$ cat config.mk
export PLATFORM = sky130hd
export DESIGN_NAME = mem_arbiter
export DESIGN_NICKNAME = d
export VERILOG_FILES = /design/src/rtl/mem_pkg.sv /design/src/rtl/rr_pick2.sv /design/src/rtl/mem_arbiter.sv
export SDC_FILE = /design/constraint.sdc
export NUM_CORES = 1
export LEC_CHECK = 0
export CORE_MARGIN = 2
export CORE_UTILIZATION = 31
export CTS_CLUSTER_SIZE = 30
export DETAILED_ROUTE_END_ITERATION = 12
export PLACE_DENSITY = 0.76
export RECOVER_POWER = 50
export SLEW_MARGIN = 40
export SYNTH_ARGS = -nofsm -noshare
export SYNTH_HDL_FRONTEND = slang
export SYNTH_SLANG_ARGS = --single-unit
$ cat constraint.sdc
create_clock -name clk -period 1.4 [get_ports clk]
set_input_delay 0.28 -clock clk [delete_from_list [all_inputs] [get_ports clk]]
set_output_delay 0.28 -clock clk [all_outputs]
set_load 0.1 [all_outputs]
$ cat src/rtl/mem_pkg.sv
// Shared memory-command constants and arbiter state encoding used by the
// CPU FSM, the loader path and the memory arbiter.
package mem_pkg;

  localparam logic [1:0] MNONE  = 2'b00;
  localparam logic [1:0] MREAD  = 2'b01;
  localparam logic [1:0] MWRITE = 2'b10;

  typedef enum logic [1:0] {
    IDLE   = 2'b00,
    ACCESS = 2'b01,
    DONE   = 2'b10
  } arb_state_t;

  function automatic logic [1:0] onehot2(input logic idx);
    if (idx) begin
      return 2'b10;
    end else begin
      return 2'b01;
    end
  endfunction

endpackage

$ cat src/rtl/rr_pick2.sv
// Two-way round-robin picker: a tie goes to the requester not served last.
module rr_pick2 (
  input  logic [1:0] req,
  input  logic       last_served,
  output logic       winner,
  output logic       valid
);

  // Select the winning requester index from the request vector.
  always_comb begin
    valid  = |req;
    winner = 1'b0;
    case (req)
      2'b01:   winner = 1'b0;
      2'b10:   winner = 1'b1;
      2'b11:   winner = ~last_served;
      default: winner = 1'b0;
    endcase
  end

endmodule

$ cat src/rtl/mem_arbiter.sv
// Two-requester arbiter in front of a synchronous-read single-port RAM.
// Each access takes ACCESS then DONE; the winner's ack pulses in DONE.
module mem_arbiter
  import mem_pkg::*;
#(
  parameter int AW = 9,
  parameter int DW = 16
) (
  input  logic          clk,
  input  logic          reset,
  input  logic          req0,
  input  logic          req1,
  input  logic [1:0]    cmd0,
  input  logic [1:0]    cmd1,
  input  logic [AW-1:0] addr0,
  input  logic [AW-1:0] addr1,
  input  logic [DW-1:0] wdata0,
  input  logic [DW-1:0] wdata1,
  output logic          ack0,
  output logic          ack1,
  output logic [DW-1:0] rdata0,
  output logic [DW-1:0] rdata1,
  output logic [AW-1:0] ram_addr,
  output logic          ram_write,
  output logic [DW-1:0] ram_din,
  input  logic [DW-1:0] ram_dout,
  output logic [1:0]    grant,
  output logic          busy
);

  arb_state_t    state_r;
  logic          win_r;
  logic          last_served_r;
  logic          rd_r;
  logic          ack0_r;
  logic          ack1_r;
  logic          ram_write_r;
  logic [AW-1:0] ram_addr_r;
  logic [DW-1:0] ram_din_r;
  logic [1:0]    grant_r;
  logic          busy_r;

  logic          last_s;
  logic          pick_s;
  logic          valid_s;
  logic [1:0]    sel_cmd_s;
  logic [AW-1:0] sel_addr_s;
  logic [DW-1:0] sel_wdata_s;

  // In DONE the current winner counts as last served so the other side goes next.
  always_comb begin
    if (state_r == DONE) begin
      last_s = win_r;
    end else begin
      last_s = last_served_r;
    end
  end

  rr_pick2 u_pick (
    .req         ({req1, req0}),
    .last_served (last_s),
    .winner      (pick_s),
    .valid       (valid_s)
  );

  // Route the picked requester's command, address and data.
  always_comb begin
    if (pick_s) begin
      sel_cmd_s   = cmd1;
      sel_addr_s  = addr1;
      sel_wdata_s = wdata1;
    end else begin
      sel_cmd_s   = cmd0;
      sel_addr_s  = addr0;
      sel_wdata_s = wdata0;
    end
  end

  // Arbiter FSM; every output is a register so req never reaches ack or ram_write combinationally.
  always_ff @(posedge clk or posedge reset) begin
    if (reset) begin
      state_r       <= IDLE;
      win_r         <= 1'b0;
      last_served_r <= 1'b1;
      rd_r          <= 1'b0;
      ack0_r        <= 1'b0;
      ack1_r        <= 1'b0;
      ram_write_r   <= 1'b0;
      ram_addr_r    <= {AW{1'b0}};
      ram_din_r     <= {DW{1'b0}};
      grant_r       <= 2'b00;
      busy_r        <= 1'b0;
    end else begin
      ack0_r      <= 1'b0;
      ack1_r      <= 1'b0;
      ram_write_r <= 1'b0;
      case (state_r)
        IDLE, DONE: begin
          if (state_r == DONE) begin
            last_served_r <= win_r;
          end
          if (valid_s) begin
            state_r     <= ACCESS;
            win_r       <= pick_s;
            rd_r        <= (sel_cmd_s == MREAD);
            ram_write_r <= (sel_cmd_s == MWRITE);
            ram_addr_r  <= sel_addr_s;
            ram_din_r   <= sel_wdata_s;
            grant_r     <= onehot2(pick_s);
            busy_r      <= 1'b1;
          end else begin
            state_r <= IDLE;
            grant_r <= 2'b00;
            busy_r  <= 1'b0;
          end
        end
        ACCESS: begin
          state_r <= DONE;
          ack0_r  <= ~win_r;
          ack1_r  <= win_r;
        end
        default: begin
          state_r <= IDLE;
          grant_r <= 2'b00;
          busy_r  <= 1'b0;
        end
      endcase
    end
  end

  // RAM read data lands during DONE, so it is gated straight through by the registered ack.
  always_comb begin
    if (ack0_r && rd_r) begin
      rdata0 = ram_dout;
    end else begin
      rdata0 = {DW{1'b0}};
    end
    if (ack1_r && rd_r) begin
      rdata1 = ram_dout;
    end else begin
      rdata1 = {DW{1'b0}};
    end
  end

  assign ack0      = ack0_r;
  assign ack1      = ack1_r;
  assign ram_addr  = ram_addr_r;
  assign ram_write = ram_write_r;
  assign ram_din   = ram_din_r;
  assign grant     = grant_r;
  assign busy      = busy_r;

endmodule

== Word-level counts from Yosys, hierarchy flattened ==
Cells that the tools add are included.
Cells by class
  add/subtract/negate cells: 0
  $mul: 0
  div/mod/pow operators: 0
  magnitude comparators: 0
  equal/unequal tests: 6
  shifts and indexed selects: 0
  multiplexer cells: 18
  bitwise logic cells: 2
  reductions and logical operators: 6
Operator list (number)
  2-to-1 mux 16 bit: 3
  2-to-1 mux 9 bit: 1
  equality test 2 bit, second input constant: 4
  one-hot mux 2 bit (2 select lines): 2
  2-to-1 mux 1 bit: 7
  2-to-1 mux 2 bit: 3
  equality test 2 x 1 -> 1 bit, second input constant: 2
  one-hot mux 1 bit (2 select lines): 2
  OR reduction 2 bit: 2
  logical AND 1 bit: 2
  logical NOT 2 bit: 1
  NOT 1 bit: 2
  AND reduction 2 bit: 1
Word-level totals
  bits in registers: 36
  latch bits: 0
  memory bits (writable): 0
  memory bits (read-only): 0
  input port bits: 74
  output and inout bits: 63
  logic and storage cells: 43
  memories: 0

== Depth between registers and ports, before layout ==
  depth in word-level cells: 8
  depth in mapped cells: 6
  gate-level depth less buffers: 5

== By module ==
A second synthesis with hierarchy kept.
Unflattened totals
  cell total of the unflattened synthesis: 187
  area, all modules: 1869.3 um2
Modules (own cells, without submodules)
  mem_arbiter: instances 1, cells each 185, area an instance 1855.5 um2, seq. area each 902.1 um2
  rr_pick2: instances 1, cells each 2, area an instance 13.8 um2, seq. area each 0.0 um2

== Least setup slack after synthesis ==
No wires, ideal clock.
  path kind: reg-to-output
  start: reg ack1_r (netlist: ack1)
  end: out rdata1[15]
  arrival time: 2047 ps
  data required time: 1120 ps
  setup slack: -927 ps
  stages on the path, launching flop included: 3
  path buffers: 1
  cells stage by stage: dfrtp_1 > clkbuf_1 > and3_1
Between the ends
  longest elaborated chain between the ends: 2
RTL lines
  from (decl): RTL line mem_arbiter.sv:36  | logic ack1_r;
  from (signal assigned): RTL line mem_arbiter.sv:120  | ack1_r <= win_r;
  logical AND 1 bit: RTL line mem_arbiter.sv:138  | if (ack1_r && rd_r) begin
  2-to-1 mux 16 bit: RTL line mem_arbiter.sv:138
  to (decl): RTL line mem_arbiter.sv:22  | output logic [DW-1:0] rdata1,
No other way between the ends.

== Worst setup path after layout ==
  start: reg rd_r
  end: out rdata0[2]
Between the ends
  longest elaborated chain between the ends: 2
RTL lines
  from (decl): RTL line mem_arbiter.sv:34  | logic rd_r;
  from (signal assigned): RTL line mem_arbiter.sv:105  | rd_r <= (sel_cmd_s == MREAD);
  logical AND 1 bit: RTL line mem_arbiter.sv:133  | if (ack0_r && rd_r) begin
  2-to-1 mux 16 bit: RTL line mem_arbiter.sv:133
  to (decl): RTL line mem_arbiter.sv:21  | output logic [DW-1:0] rdata0,
No other way between the ends.

==> impl_metrics.py <==
metrics = {
    "status": {
        "status": "complete, but fails checks",
        "violations": "setup timing",
    },
    "timing": {
        "rsz0062_at_grt": "yes",
        "fmax_mhz": 631,
        "slew_headroom_pct": 53.6,
        "hold_viol": 0,
        "maxSlewViolCount": 0,
        "skew_ns": 0.0108,
        "period_share_pct": 113,
        "max_slew.worst_pin.slew_ns": 0.696,
        "fin_crit_ns": 1.58,
        "whs_ns": 0.537,
        "finalSetupViolCount": 61,
        "setup_slack_ns": -0.185,
    },
    "job": {
        "maxCapViolations": 0,
    },
    "die": {
        "die_w_um": 80.8,
        "initial_core_util_pct": 32.6,
        "floorplan.rows": 27,
        "io-pin-count": 137,
        "dieHeight_um": 80.8,
        "die-area_um2": 6530,
        "core_um2": 5610,
    },
    "cells_and_area": {
        "final_util_pct": 78.5,
        "ff_latch_area_um2": 911,
        "nFillCells": 350,
        "layout-drive-gt1-share_pct": 40.5,
        "area_growth_pct": 141,
        "nets": 411,
        "multiInputGateArea_um2": 1000,
        "antenna_cells_inserted": 0,
        "stdcell_area_um2": 4400,
    },
    "synthesis": {
        "seq_area_frac_synth_pct": 49.3,
        "synth_cell_type_count": 25,
        "yosys_warnings": 0,
        "synth_edf_count": 0,
        "synth_cells": 182,
        "synth_top_area_share_pct": 47.9,
        "syn_nets": 256,
        "syn_area_um2": 1830,
        "synth_area_leaders": "dfrtp_1, mux2i_1, and3_1, a21oi_1, nor2_1",
        "ys_ff_latch": 36,
        "ys.flop_type": "dfrtp_1",
        "synth_top_area_cell": "dfrtp_1",
        "synthArstFlopShare_pct": 100,
        "yosysMostFrequentCell": "dfrtp_1",
        "synthTopCellsByCount": "dfrtp_1, and3_1, nor2_1",
        "syn_area_per_cell_um2": 10.0,
    },
    "pwr": {
        "cellInternalPower_mw": 3.45,
        "clkPwrFrac_pct": 13.8,
        "power.leakage_nw": 1.90,
        "swShare_pct": 47.7,
        "netSwitchingPower_mw": 3.15,
        "power.density_nw_per_um2": 1500,
        "seq_power_share_pct": 23.6,
        "irDropWorstVdd_mv": 1.04,
        "power_frac_comb_pct": 62.6,
    },
    "critical_path": {
        "worstSetupStartpoint": "rd_r",
        "startpoint_type": "flip-flop",
        "critical_path.max_fanout": 15,
        "critical_path_required_ns": 1.12,
        "arrival_ns": 1.30,
        "end_kind": "primary output",
        "r2r-start": "last_served_r",
        "crit_type": "flip-flop to primary output",
    },
    "clocking": {
        "cts.reportedPaths.clkPinSlew_ns": 0.07,
        "cts-root-buf": "clkbuf_8",
        "numCtsBuffers": 5,
        "cts_tree": "built",
        "clock_latency_ns": 0.29,
        "cts_buffer_depth": 2,
        "htree_levels": 2,
        "cts_sinks": 36,
    },
    "hold_path": {
        "hp-class": "flip-flop to flip-flop",
        "worst_hold_startpoint": "win_r",
    },
    "route": {
        "detail_route.iter0.violations": 56,
        "drc_errors": 0,
        "routed_wl_um": 7080,
        "avgRoutedWirePerCell_um": 17.3,
        "ant_nets": 0,
        "via_count": 2003,
        "viasPerCell": 4.89,
        "drtPass1Iterations": 4,
    },
    "global_routing": {
        "gr-usage-met3_pct": 9.56,
        "first_global_vias": 2113,
        "met2_usage_pct": 42.1,
        "grt_pass1_wl_um": 10700,
        "busiest_layer": "met2",
        "grt_util_met1_pct": 20.4,
        "grt_antenna_before_repair": 0,
        "grt_usage_pct": 21.7,
        "grt_max_degree": 31,
        "grt_overflow_total": 0,
    },
    "placement": {
        "placed_area_um2": 4140,
        "portBuffers": 136,
        "place_ws_ns": -0.440,
        "dp_hpwl_um": 5430,
        "routabilityCongestion": 0.715,
    },
}
-- timing repair --
| item | in CTS | in global routing |
|---|---|---|
| pin swaps | 14 | 10 |
| setup buffers | 5 | 1 |
| gates cloned | 1 | 1 |
| hold endpoints to repair | 0 | 0 |
| resized for setup | 22 | 3 |
| endpoints found under the setup margin | 59 | 61 |
| hold buffers | 0 | 0 |
-- power by group through the flow --
| stage | combinational [mW] | clock, mW | sequential, mW |
|---|---|---|---|
| floorplan | 1.02 | 0 | 2.86 |
| global placement | 3.92 | 0 | 1.57 |
| detailed placement | 3.98 | 0 | 1.59 |
| CTS | 4.14 | 0.942 | 1.56 |
| global route | 4.26 | 0.994 | 1.59 |
| finish | 4.13 | 0.911 | 1.56 |
-- logic make-up (layout without fill, tap and decap cells) --
| family | count (synthesis) | after routing | share of synthesized area (%) |
|---|---|---|---|
| flip-flops | 36 | 36 | 49.4 |
| multiplexers | 26 | 26 | 14.3 |
| buffers and inverters | 15 | 171 | 5.06 |
| AO/OA/AOI/OAI | 31 | 31 | 9.65 |
| AND/OR/NAND/NOR | 74 | 74 | 21.6 |
-- layout by cell type (no fill, tap or decap), types with 2 or more instances in the layout --
cell type,count
a21oi_1,25
o21ai_0,2
nand2_1,4
clkbuf_8,5
buf_12,68
and3_4,32
mux2i_1,25
dfrtp_4,2
nor2_1,27
nor2b_1,2
or3b_1,2
nand3b_1,2
dfrtp_1,32
clkbuf_1,2
buf_6,7
clkdlybuf4s50_1,72
buf_4,8
-- state kept, by name, indices dropped and copies added (netlist names) --
register	cells
ack1	1
ram_addr	9
ack0	1
rd_r	1
ram_din	16
ram_write	1
grant	2
win_r	1
state_r	2
last_served_r	1
busy	1
-- path summary, 6_finish.rpt --
path | end | slack, ns | cells past startpoint
worst min register to register | ack0 | 0.54 | 2
min in group asynchronous | ram_din[0] | 0.59 | 3
worst max register to register | ram_addr[4] | -0.16 | 5
worst max-delay path | rdata0[2] | -0.18 | 3
max in group asynchronous | ack1 | 0.26 | 3
worst min-delay path | ack0 | 0.54 | 2
-- per-layer routing --
metal / vias to the layer above / share of wire [%]
met5: - / 0
met4: 0 / 1.6
met3: 10 / 12
met2: 100 / 55
met1: 943 / 32
li1: 950 / -
-- stage by stage --
step	TNS (ns)	total power, mW	std cells
global placement	-10.12	5.49	394
finish	-8.17	6.60	410
detailed placement	-11.58	5.56	394
CTS	-8.41	6.65	408
global route	-10.81	6.85	410
floorplan	-2.79	3.87	182
-- final cells by class --
type,count,area share (%)
clock buffer,5,1.56
inverter,2,0.171
sequential,36,20.7
tap,72,2.05
timing repair buffer,161,51.9
clock inverter,3,0.966
multi-input combinational,131,22.7
-- worst max-delay path, stage by stage, from the launching register on --
cell and delay [ns]:
dfrtp_2 0.46, buf_12 0.17, and3_4 0.21, buf_12 0.17
Power figures use the tool's default switching activity.
